<file path="src/rtl/pipe_stage_buf_pkg.sv">
// ----------------------------------------------------------------------------
// pipe_stage_buf_pkg
//  Shared types and constants for the generic pipeline-stage buffer.
//   - pipe_state_e     : buffer occupancy state (EMPTY / FULL / SKID)
//   - STALL_CNT_W      : default width of the back-pressure stall counter
//   - ex_mem_payload_t : packed EX->MEM stage payload (70 bits)
//   - EX_MEM_NOP       : NOP encoding of that payload
//   - ex_mem_pack()    : helper that packs the individual stage fields
// ----------------------------------------------------------------------------
package pipe_stage_buf_pkg;

    // Bit 0 is main_valid and bit 1 is skid_valid, so the encoding doubles as
    // the valid-bit pair.
    typedef enum logic [1:0] {
        PIPE_EMPTY = 2'b00,
        PIPE_FULL  = 2'b01,
        PIPE_SKID  = 2'b11
    } pipe_state_e;

    localparam int STALL_CNT_W = 16;

    // NOP building blocks for stage payloads.
    localparam logic [4:0]  NOP_REG_ADDR  = 5'd0;
    localparam logic        NOP_INST_TYPE = 1'b0;
    localparam logic [31:0] ZERO_WORD     = 32'h0;

    // EX->MEM payload. addr is a word address, so its two low bits are dropped.
    typedef struct packed {
        logic        wreg;
        logic        store;
        logic        load;
        logic [4:0]  rd;
        logic [29:0] addr;
        logic [31:0] value;
    } ex_mem_payload_t;

    localparam int EX_MEM_PAYLOAD_W = $bits(ex_mem_payload_t);

    localparam ex_mem_payload_t EX_MEM_NOP = '{
        wreg  : NOP_INST_TYPE,
        store : NOP_INST_TYPE,
        load  : NOP_INST_TYPE,
        rd    : NOP_REG_ADDR,
        addr  : ZERO_WORD[31:2],
        value : ZERO_WORD
    };

    function automatic ex_mem_payload_t ex_mem_pack(
        input logic        wreg,
        input logic        store,
        input logic        load,
        input logic [4:0]  rd,
        input logic [31:0] byte_addr,
        input logic [31:0] value
    );
        ex_mem_payload_t p;
        p.wreg  = wreg;
        p.store = store;
        p.load  = load;
        p.rd    = rd;
        p.addr  = byte_addr[31:2];
        p.value = value;
        return p;
    endfunction

endpackage

</file>
<file path="src/rtl/pipe_stage_buf_sat_counter.sv">
// ----------------------------------------------------------------------------
// pipe_sat_counter
//  Saturating up-counter: counts inc_in pulses while en_in is high, sticks at
//  all-ones and never wraps. Only reset clears it.
//  Ports:
//   clk_in   in  1      clock, rising edge
//   rst_n_in in  1      asynchronous reset, active low
//   en_in    in  1      global enable (0 holds the count)
//   inc_in   in  1      increment request
//   cnt_out  out CNT_W  current count
// ----------------------------------------------------------------------------
module pipe_sat_counter #(
    parameter int CNT_W = 16
) (
    input  logic             clk_in,
    input  logic             rst_n_in,
    input  logic             en_in,
    input  logic             inc_in,
    output logic [CNT_W-1:0] cnt_out
);

    always_ff @(posedge clk_in or negedge rst_n_in) begin
        if (!rst_n_in)
            cnt_out <= '0;
        else if (en_in && inc_in && (cnt_out != {CNT_W{1'b1}}))
            cnt_out <= cnt_out + 1'b1;
    end

endmodule

</file>
<file path="src/rtl/pipe_stage_buf.sv">
// ----------------------------------------------------------------------------
// pipe_stage_buf
//  Generic pipeline-stage register with valid/ready handshake. With SKID_EN=1
//  a 2-entry skid buffer gives full throughput under back-pressure while
//  in_ready_out stays a pure register output. flush_in drops every held entry;
//  a saturating counter reports cycles lost to downstream back-pressure.
//  Ports:
//   clk_in         in  1      clock, rising edge
//   rst_n_in       in  1      asynchronous reset, active low
//   rdy_in         in  1      global enable; 0 freezes all registers
//   flush_in       in  1      synchronous kill of held entries
//   in_valid_in    in  1      upstream valid
//   in_data_in     in  WIDTH  upstream payload
//   in_ready_out   out 1      stage can accept this cycle
//   out_valid_out  out 1      downstream valid
//   out_data_out   out WIDTH  downstream payload (NOP_VAL when not valid)
//   out_ready_in   in  1      downstream accepts this cycle
//   stall_cnt_out  out CNT_W  saturating count of stalled cycles
// ----------------------------------------------------------------------------
module pipe_stage_buf
    import pipe_stage_buf_pkg::*;
#(
    parameter int               WIDTH   = 70,
    parameter logic [WIDTH-1:0] NOP_VAL = '0,
    parameter bit               SKID_EN = 1'b1,
    parameter int               CNT_W   = STALL_CNT_W
) (
    input  logic             clk_in,
    input  logic             rst_n_in,
    input  logic             rdy_in,
    input  logic             flush_in,
    input  logic             in_valid_in,
    input  logic [WIDTH-1:0] in_data_in,
    output logic             in_ready_out,
    output logic             out_valid_out,
    output logic [WIDTH-1:0] out_data_out,
    input  logic             out_ready_in,
    output logic [CNT_W-1:0] stall_cnt_out
);

    pipe_state_e      state;
    logic [WIDTH-1:0] main_data;
    logic [WIDTH-1:0] skid_data;
    logic             main_valid;
    logic             skid_valid;
    logic             accept;

    assign main_valid = state[0];
    assign skid_valid = state[1];

    // Skid mode keeps in_ready a register output; without the skid entry the
    // stage can only refill in the same cycle it drains.
    assign in_ready_out  = SKID_EN ? !skid_valid : (!main_valid || out_ready_in);
    assign accept        = in_valid_in && in_ready_out;
    assign out_valid_out = main_valid;
    assign out_data_out  = main_valid ? main_data : NOP_VAL;

    always_ff @(posedge clk_in or negedge rst_n_in) begin
        if (!rst_n_in) begin
            state     <= PIPE_EMPTY;
            main_data <= NOP_VAL;
            skid_data <= NOP_VAL;
        end else if (rdy_in) begin
            if (flush_in) begin
                // The incoming beat is dropped; a downstream handshake in this
                // cycle still completes since out_* show the old entry.
                state     <= PIPE_EMPTY;
                main_data <= NOP_VAL;
                skid_data <= NOP_VAL;
            end else begin
                unique case (state)
                    PIPE_EMPTY: begin
                        if (accept) begin
                            main_data <= in_data_in;
                            state     <= PIPE_FULL;
                        end
                    end
                    PIPE_FULL: begin
                        if (accept && out_ready_in) begin
                            main_data <= in_data_in;
                        end else if (accept) begin
                            // Only reachable with SKID_EN: park the newcomer
                            // behind the stalled head.
                            skid_data <= in_data_in;
                            state     <= PIPE_SKID;
                        end else if (out_ready_in) begin
                            state     <= PIPE_EMPTY;
                        end
                    end
                    PIPE_SKID: begin
                        // in_ready_out is 0 here, so nothing new can arrive.
                        if (out_ready_in) begin
                            main_data <= skid_data;
                            state     <= PIPE_FULL;
                        end
                    end
                    default: begin
                        state <= PIPE_EMPTY;
                    end
                endcase
            end
        end
    end

    pipe_sat_counter #(
        .CNT_W(CNT_W)
    ) u_stall_cnt (
        .clk_in   (clk_in),
        .rst_n_in (rst_n_in),
        .en_in    (rdy_in),
        .inc_in   (out_valid_out && !out_ready_in),
        .cnt_out  (stall_cnt_out)
    );

endmodule

</file>
<file path="config.mk">
export PLATFORM = sky130hd
export DESIGN_NAME = pipe_stage_buf
export DESIGN_NICKNAME = d
export VERILOG_FILES = /design/src/rtl/pipe_stage_buf_pkg.sv /design/src/rtl/pipe_stage_buf_sat_counter.sv /design/src/rtl/pipe_stage_buf.sv
export SDC_FILE = /design/constraint.sdc
export NUM_CORES = 1
export LEC_CHECK = 0
export ABC_AREA = 1
export CAP_MARGIN = 20
export CORE_MARGIN = 4
export CORE_UTILIZATION = 50
export CTS_CLUSTER_DIAMETER = 80
export CTS_CLUSTER_SIZE = 25
export DETAILED_ROUTE_END_ITERATION = 16
export GPL_ROUTABILITY_DRIVEN = 0
export PLACE_DENSITY = 0.78
export SLEW_MARGIN = 20
export SYNTH_ARGS = -nofsm -noshare
export SYNTH_HDL_FRONTEND = slang
export SYNTH_HIERARCHICAL = 1
export SYNTH_SLANG_ARGS = --single-unit
</file>
<file path="constraint.sdc">
create_clock -name clk_in -period 1.95 [get_ports clk_in]
set_input_delay 0.2925 -clock clk_in [delete_from_list [all_inputs] [get_ports clk_in]]
set_output_delay 0.2925 -clock clk_in [all_outputs]
set_load 0.02 [all_outputs]
</file>
Word level (Yosys, flattened, before mapping)
Cells that the tools add are included.
{"block": "word_totals", "output_inout_bits": 88, "register_bits": 158}
{"block": "classes", "eq_ne": 9, "add_sub_neg": 1, "n_reduce_logical": 14, "n_mux": 16}
{"op": "70-bit 2-to-1 mux", "n": 8}
{"op": "70-bit one-hot mux with 3 select lines", "n": 1}
{"op": "16-bit by 1-bit adder with 16-bit output (second input constant)", "n": 1}
{"op": "16-bit inequality test (second input constant)", "n": 1}
{"op": "2-bit 2-to-1 mux", "n": 6}
{"op": "3-bit inequality test (second input constant)", "n": 4}
{"op": "5-bit AND reduction", "n": 2}
{"op": "2-bit one-hot mux with 3 select lines", "n": 1}
{"op": "1-bit logical AND", "n": 5}
{"op": "4-bit inequality test (second input constant)", "n": 1}
{"op": "4-bit AND reduction", "n": 1}
{"op": "2-bit nonzero test", "n": 2}
{"op": "4-bit nonzero test", "n": 1}
{"op": "2-bit by 1-bit == test with 1-bit output (second input constant)", "n": 1}
{"op": "2-bit == test (second input constant)", "n": 1}
{"op": "1-bit zero test", "n": 2}
{"op": "2-bit zero test", "n": 1}
{"op": "2-bit inequality test (second input constant)", "n": 1}

Logic depth before layout (Yosys ltp)
Gate-level depths: netlist of the first run.
{"block": "logic_depth", "ltp_word": 6, "depth_mapped": 11, "mapped_depth_nobuf": 10}

Modules after synthesis
Netlist of the first run, hierarchy kept.
{"mod": "pipe_stage_buf", "instances": 1, "seq_area_each_um2": 3553.4, "cells_each": 1046, "area_per_inst_um2": 7395.8}
{"mod": "pipe_sat_counter", "instances": 1, "seq_area_each_um2": 400.4, "cells_each": 146, "area_per_inst_um2": 1014.7}

Worst setup path before layout of the first run
OpenSTA, ideal clock, no wires.
{"block": "synth_path", "path_kind": "register to register", "from": "register state[0]", "to": "register main_data[0]", "synth_period_minus_slack_ns": 1.906, "setup_time_ns": 0.067, "t_required_ns": 1.883, "n_path_buf": 2, "stages_incl_launch_ff": 10, "arrival_time_ns": 1.840, "setup_slack_ns": 0.044, "cell_sequence": "dfrtp_1 clkbuf_1 inv_1 ha_1 o21ai_0 nand2_1 nand3_1 buf_2 nand2_1 nand2_1"}
{"block": "synth_between", "elab_chain_len": 3, "word_cells_on_any_way": 10, "classes_between": "eq/ne: 5; mux: 2; reduce/logical: 3"}
{"element": "start: declaration", "line_no": "pipe_stage_buf.sv:41", "rtl": "pipe_state_e state;"}
{"element": "start signal: assignment", "line_no": "pipe_stage_buf.sv:60", "rtl": "state <= PIPE_EMPTY;"}
{"element": "start signal: assignment", "line_no": "pipe_stage_buf.sv:67", "rtl": "state <= PIPE_EMPTY;"}
{"element": "start signal: assignment", "line_no": "pipe_stage_buf.sv:75", "rtl": "state <= PIPE_FULL;"}
{"element": "2-bit by 1-bit == test with 1-bit output, or another cell as far along", "line_no": "pipe_stage_buf.sv:71", "rtl": "unique case (state)"}
{"element": "3-bit inequality test (no source line), or another cell as far along"}
{"element": "5-bit AND reduction (no source line) or 70-bit 2-to-1 mux (tied branches)"}
{"element": "end signal: assignment", "line_no": "pipe_stage_buf.sv:74", "rtl": "main_data <= in_data_in;"}
{"element": "end signal: assignment", "line_no": "pipe_stage_buf.sv:80", "rtl": "main_data <= in_data_in;"}
{"element": "end signal: assignment", "line_no": "pipe_stage_buf.sv:93", "rtl": "main_data <= skid_data;"}
{"element": "end: declaration", "line_no": "pipe_stage_buf.sv:42", "rtl": "logic [WIDTH-1:0] main_data;"}
Parallel ways exist; a longest one is shown, timed or not.
A chain may end at the register's enable or synchronous reset.

Worst setup path after layout of the first run
{"block": "layout_path", "from": "register state[0]", "to": "output out_data_out[37]"}
{"block": "layout_between", "elab_chain_len": 1}
{"element": "70-bit 2-to-1 mux", "line_no": "pipe_stage_buf.sv:56", "rtl": "assign out_data_out = main_valid ? main_data : NOP_VAL;"}
{"element": "end: declaration", "line_no": "pipe_stage_buf.sv:36", "rtl": "output logic [WIDTH-1:0] out_data_out,"}
Every way passes these cells.

==> metrics.cfg, run 1 <==
[run_status]
status=finished clean

[drt]
ant_nets=0
routed_wl_mm=22.56
vias=8111
wire_per_inst_um=14.50
first_pass_iters=5
drc=0
via_per_inst=5.216
drt-initial-drc-count=491

[cells_and_area]
nNetsFinal=1404
fillers=1415
drive_gt1_share_pct=6.891
num_antenna_cells=0
areaGrowthSynthToFinish_pct=29.71
fin_cells=1555
seq_area_mm2=0.003955
stdcell_area_mm2=0.01091
multi_input_area_mm2=0.003779

[synthesis]
syn_inst=1192
synth_area_leader_cell=dfrtp_1
syn_avg_cell_area_um2=7.056
synth_edf_count=0
ys_types=25
yosysSeqAreaShare_pct=47.01
netlist_top_cells_count=434 x nand2_1, 166 x nor2_1, 158 x dfrtp_1, 148 x o21ai_0, 89 x inv_1
ys_seq_elements=158
synthArstFlopShare_pct=100.0
synth_top_area_share_pct=47.01
yosysMostFrequentCell=nand2_1
ys_warn_count=6
synthFlopType=dfrtp_1
syn_area_mm2=0.008411
ys_top_cells_by_area=dfrtp_1 47%, nand2_1 19%, o21ai_0 8.8%
syn-num-nets=1274

[power]
p_per_area_mw_per_mm2=1219
pwr-share-comb_pct=36.8
peakVddDrop_mv=0.9246
p_leak_nw=6.087
seq_power_share_pct=38.6
switching_power_w=0.005097
p_int_w=0.008203
swShare_pct=38.32
clockPowerShare_pct=24.7

[global_routing]
grt_pass1_wl_mm=35.81
antenna_found_initial=0
grt-ovfl-total=0
grt_pass1_vias=7305
grt_max_degree=105
track_usage_pct=23.49

[clock_network]
clock-sinks=158
cts.path.max_buffers=2
clockRootBuffer=clkbuf_16
clock_latency_ns=0.42
clkTransAtPathRegs_ns=0.06
cts_max_level=4
tritoncts=done
numCtsBuffers=17

[sta]
layout_min_cycle_time_ns=1.897
timing.final.crit_share_pct=97.31
slew_headroom_pct=69.40
slew_violations=0
tightestPinTransition_ns=0.4590
rsz0062_at_grt=true
setup_viol=0
skew_ns=0.005637
fmax_mhz=527.0
finalHoldViolations=0

[min_path]
hp-class=input pin to async pin

[critical_path]
end_kind=output pin
cp_cell_sequence=buf_12 > buf_4 > nand2_1 > inv_1 > clkdlybuf4s15_1
arrival_ns=1.60
cp_slowest_stage_delay_ns=0.40
ff2ff_path_depth=7
worstSetupEndpoint=out_data_out[37]
reg2reg_to=skid_data[51]
start_kind=flip-flop
critPathBufInv=4
rr_startpoint=state[0]
cp.required_ns=1.66
slowest_stage=dfrtp_2
reg2reg_slack_ns=0.11
critical_path.top_delay_family=buffers and inverters
crit_type=flip-flop to output pin
crit_fanout=37
startpoint=state[0]
crit_cells=5

[floorplanning]
core_area_mm2=0.01652
initial_core_util_pct=50.90
die_w_um=137.7
die_h_um=137.7
ios=164
rows=47
die-area_mm2=0.01896

[placement]
placed_cell_area_mm2=0.01037
dp_cells=1520
hpwlAfterDp_mm=14.59
numPortBuffers=163

[job]
drv_cap=0

layout by cell type, fill, tap and decap left out, drive strengths merged, types with 2 or more instances in the layout:
cell type	count
nand4	74
nand3	11
buf	29
clkinv	9
o21ai	153
dfrtp	158
bufinv	2
ha	6
clkdlybuf4s15	2
clkdlybuf4s50	90
xnor2	4
nor2	170
dlygate4sd2	60
clkbuf	33
inv	92
nand2	436
xor2	2
power groups by stage:
stage	registers [W]	logic [W]	clock network, W
5_1_grt	0.00527	0.00541	0.00347
3_3_place_gp	0.00513	0.00490	0
6_report	0.00513	0.00489	0.00328
2_1_floorplan	0.00507	0.00294	0
3_5_place_dp	0.00515	0.00506	0
4_1_cts	0.00512	0.00481	0.00333
worst reg2reg max path, stage by stage (launching register included):
cell	delay [ns]
dfrtp_2	0.43
buf_12	0.18
ha_1	0.23
o21ai_1	0.23
o21bai_4	0.25
clkbuf_16	0.28
nand2_1	0.07
o21ai_0	0.08
cell type report:
class,instances,area share [%]
sequential,158,36.25
clock inverter,11,1.055
multi-input combinational,858,34.64
inverter,93,3.211
timing repair buffer,194,18.01
clock buffer,21,4.312
tap,220,2.523
flip-flops by register name, indices dropped and copies added, names as in the netlist:
name and flops:
main_data 70, skid_data 70, state 2, u_stall_cnt/cnt_out 16
metal layers:
layer / share of wire, % / global-route usage [%] / vias to the layer above
met3: 6.2 / 3.762 / 31
met4: 2.0 / 8.068 / 0
met2: 47 / 37.17 / 261
li1: - / - / 4015
met1: 45 / 33.00 / 3804
met5: 0 / 0 / -
logic make-up (layout without fill, tap and decap cells):
| family | count (synthesis) | count (layout) | synth area share [%] |
|---|---|---|---|
| XOR/XNOR | 6 | 6 | 0.6248 |
| flip-flops | 158 | 158 | 47.01 |
| AND/OR/NAND/NOR | 692 | 692 | 33.65 |
| buffers and inverters | 176 | 319 | 8.361 |
| adder cells (fa/ha/maj) | 6 | 6 | 0.8926 |
| AO/OA/AOI/OAI | 154 | 154 | 9.462 |
through the flow:
| step | hold slack [ns] | total power (W) | TNS [ns] | utilization [%] | worst slack, ns |
|---|---|---|---|---|---|
| global route | 0.4136 | 0.01416 | -0.01326 | 66.02 | -0.01139 |
| finish | 0.3577 | 0.01330 | 0 | 66.02 | 0.05253 |
| detailed placement | 0.2590 | 0.01020 | 0 | 62.75 | 0.004038 |
| floorplan | -0.003091 | 0.008005 | 0 | - | 0.04369 |
| CTS | 0.3795 | 0.01326 | 0 | 65.87 | 0.005037 |
| global placement | 0.2549 | 0.01004 | 0 | 62.75 | 0.09471 |
what timing repair did:
| action | 4_1_cts | 5_1_grt |
|---|---|---|
| setup endpoints to repair | 77 | 37 |
| hold endpoints to repair | 41 | 0 |
| pin swaps | 0 | 0 |
| gates resized for setup | 76 | 24 |
| buffers inserted | 0 | 0 |
| gates cloned | 0 | 2 |
| hold buffers | 1 | 0 |
worst min path at each step:
| stage | startpoint | endpoint |
|---|---|---|
| after floorplan | rst_n_in | main_data[0] |
| after global placement | rst_n_in | u_stall_cnt/cnt_out[5] |
| after detailed placement | rst_n_in | u_stall_cnt/cnt_out[13] |
| after CTS | rst_n_in | u_stall_cnt/cnt_out[13] |
| after global routing | rst_n_in | u_stall_cnt/cnt_out[13] |
| final | rst_n_in | u_stall_cnt/cnt_out[13] |
No activity file was read; power rests on OpenSTA's default activity.
==> run 2, diff against run 1 <==
==> constraint.sdc (replaced) <==
create_clock -name clk_in -period 1.8 [get_ports clk_in]
set_input_delay 0.27 -clock clk_in [delete_from_list [all_inputs] [get_ports clk_in]]
set_output_delay 0.27 -clock clk_in [all_outputs]
set_load 0.02 [all_outputs]
==> metrics.cfg, run 2 (same netlist as run 1, synthesis figures left out) <==
[run_status]
status=finished with violations
violations=setup timing

[drt]
vias=8603  ; +6.1%
routed_wl_mm=25.31  ; +12%
ant_nets=0  ; unchanged
drc=0  ; unchanged
via_per_inst=5.414  ; +3.8%
wire_per_inst_um=15.93  ; +9.8%
drt-initial-drc-count=637  ; +30%
first_pass_iters=5  ; unchanged

[sta]
timing.final.crit_share_pct=103.7
skew_ns=0.005882  ; +0.0002444 ns
fmax_mhz=535.7
slew_headroom_pct=62.82  ; -6.6 points
timing.final.ws_setup_ns=-0.06678  ; -0.1193 ns
slew_violations=0  ; unchanged
tightestPinTransition_ns=0.5576  ; +0.09858 ns
finalHoldViolations=0  ; unchanged
setup_viol=50  ; +50
rsz0062_at_grt=true
layout_min_cycle_time_ns=1.867

[power]
total_power_w=0.01590  ; +20%
peakVddDrop_mv=0.8267  ; -11%
p_leak_nw=6.443  ; +5.8%
p_per_area_mw_per_mm2=1379  ; +13%

[cells_and_area]
drive_gt1_share_pct=18.85  ; +12 points
stdcell_area_mm2=0.01153  ; +5.7%
num_antenna_cells=0  ; unchanged
fin_cells=1589  ; +2.2%
mostFrequentLayoutCell=nand2_1
final_core_util_pct=69.79  ; +3.8 points
final_cell_mix=363 x nand2_1, 164 x nor2_1, 157 x dfrtp_1, 146 x o21ai_0, 88 x inv_1
fillers=1309  ; -7.5%
areaGrowthSynthToFinish_pct=37.12
reg_top3=main_data: 70 flops, skid_data: 70 flops, u_stall_cnt/cnt_out: 16 flops
nNetsFinal=1440  ; +2.6%

[floorplanning]
die_w_um=137.7  ; unchanged
initial_core_util_pct=50.90  ; unchanged
rows=47  ; unchanged
die_h_um=137.7  ; unchanged
die-area_mm2=0.01896  ; unchanged
ios=164  ; unchanged
core_area_mm2=0.01652  ; unchanged

[clock_network]
cts.path.max_buffers=2  ; unchanged
tritoncts=done
clock_latency_ns=0.42  ; about the same
clkTransAtPathRegs_ns=0.06  ; about the same
numCtsBuffers=17  ; unchanged
cts_max_level=4  ; unchanged
clockRootBuffer=clkbuf_16
clock-sinks=158  ; unchanged

[critical_path]
start_kind=flip-flop
worstSetupEndpoint=main_data[55]
slowest_stage=dfrtp_2
rr_startpoint=state[0]
ff2ff_path_depth=11  ; +4
reg2reg_to=main_data[55]
cp.required_ns=2.10  ; +0.44 ns
cp_slowest_stage_delay_ns=0.42  ; +0.02 ns
startpoint=state[0]
end_kind=flip-flop
arrival_ns=2.17  ; +0.57 ns
crit_type=flip-flop to flip-flop
reg2reg_slack_ns=-0.07  ; -0.18 ns
cp_cell_sequence=buf_6 > buf_6 > ha_4 > inv_4 > nor2_4 > nor2_4 > nand3_4 > buf_12 > clkbuf_16 > nand2_2 > nand2_1
crit_fanout=7  ; -81%

[global_routing]
antenna_found_initial=0  ; unchanged
grt-ovfl-total=0  ; unchanged
grt_pass1_vias=7829  ; +7.2%
grt_pass1_wl_mm=38.04  ; +6.2%
track_usage_pct=25.23  ; +1.7 points
grt_max_degree=89  ; -15%

[placement]
dp_cells=1536  ; +1.1%
hpwlAfterDp_mm=15.18  ; +4.0%
dp_slack_ns=-0.08061  ; -0.08465 ns
numPortBuffers=163  ; unchanged
placed_cell_area_mm2=0.01051  ; +1.4%

[job]
drv_cap=0  ; unchanged

[min_path]
hp-class=input pin to async pin

## run 2: cell type report
| class | instances | area (um2) | share of cell area (%) |
|---|---|---|---|
| clock buffer | 23 | 488.0 | 4.231 |
| clock inverter | 7 | 62.56 | 0.5425 |
| inverter | 93 | 352.8 | 3.060 |
| multi-input combinational | 859 | 4120 | 35.73 |
| sequential | 158 | 3955 | 34.30 |
| tap | 220 | 275.3 | 2.387 |
| timing repair buffer | 229 | 2278 | 19.76 |
## run 2: worst min-delay path by stage
stage               startpoint                 endpoint  slack (ns)
floorplan             rst_n_in             main_data[0]       -0.03
global placement      rst_n_in  u_stall_cnt/cnt_out[14]        0.28
detailed placement    rst_n_in  u_stall_cnt/cnt_out[14]        0.27
CTS                   rst_n_in  u_stall_cnt/cnt_out[14]        0.40
global route          rst_n_in  u_stall_cnt/cnt_out[13]        0.43
finish                rst_n_in   u_stall_cnt/cnt_out[6]        0.38
## run 2: power by group
part / switching [W] / internal (W)
Combinational: 0.00388 / 0.00284
Clock: 0.00139 / 0.00202
Sequential: 0.000984 / 0.00479
## run 2: per-stage QoR
step | setup TNS, ns | hold slack [ns]
floorplan | 0 | -0.02559
global placement | -0.1586 | 0.2822
detailed placement | -2.562 | 0.2739
CTS | -0.02978 | 0.3963
global route | -4.811 | 0.4262
finish | -1.852 | 0.3767
## run 2: layer usage
| metal | wire [um] | part of all wire, % | GRT usage (%) | vias up |
|---|---|---|---|---|
| met5 | 0 | 0 | 0 | - |
| met4 | 522 | 2.1 | 8.836 | 0 |
| met3 | 1829 | 7.2 | 4.529 | 43 |
| met2 | 12480 | 49 | 41.95 | 370 |
| met1 | 10480 | 41 | 33.29 | 4084 |
| li1 | - | - | - | 4106 |
## run 2: what timing repair did
item | CTS | global route
resized for setup | 188 | 175
gates cloned | 2 | 11
setup endpoints to repair | 112 | 211
pin swaps | 4 | 6
hold buffers | 1 | 0
hold endpoints to repair | 47 | 0
setup buffers | 9 | 3
## run 2: worst max-delay path: cells and delay by family (launching register included)
kind                       cells  cell delay, ns
buffers and inverters          5            0.68
and+or+nand+nor                5            0.48
DFF                            1            0.42
adders and majority gates      1            0.17
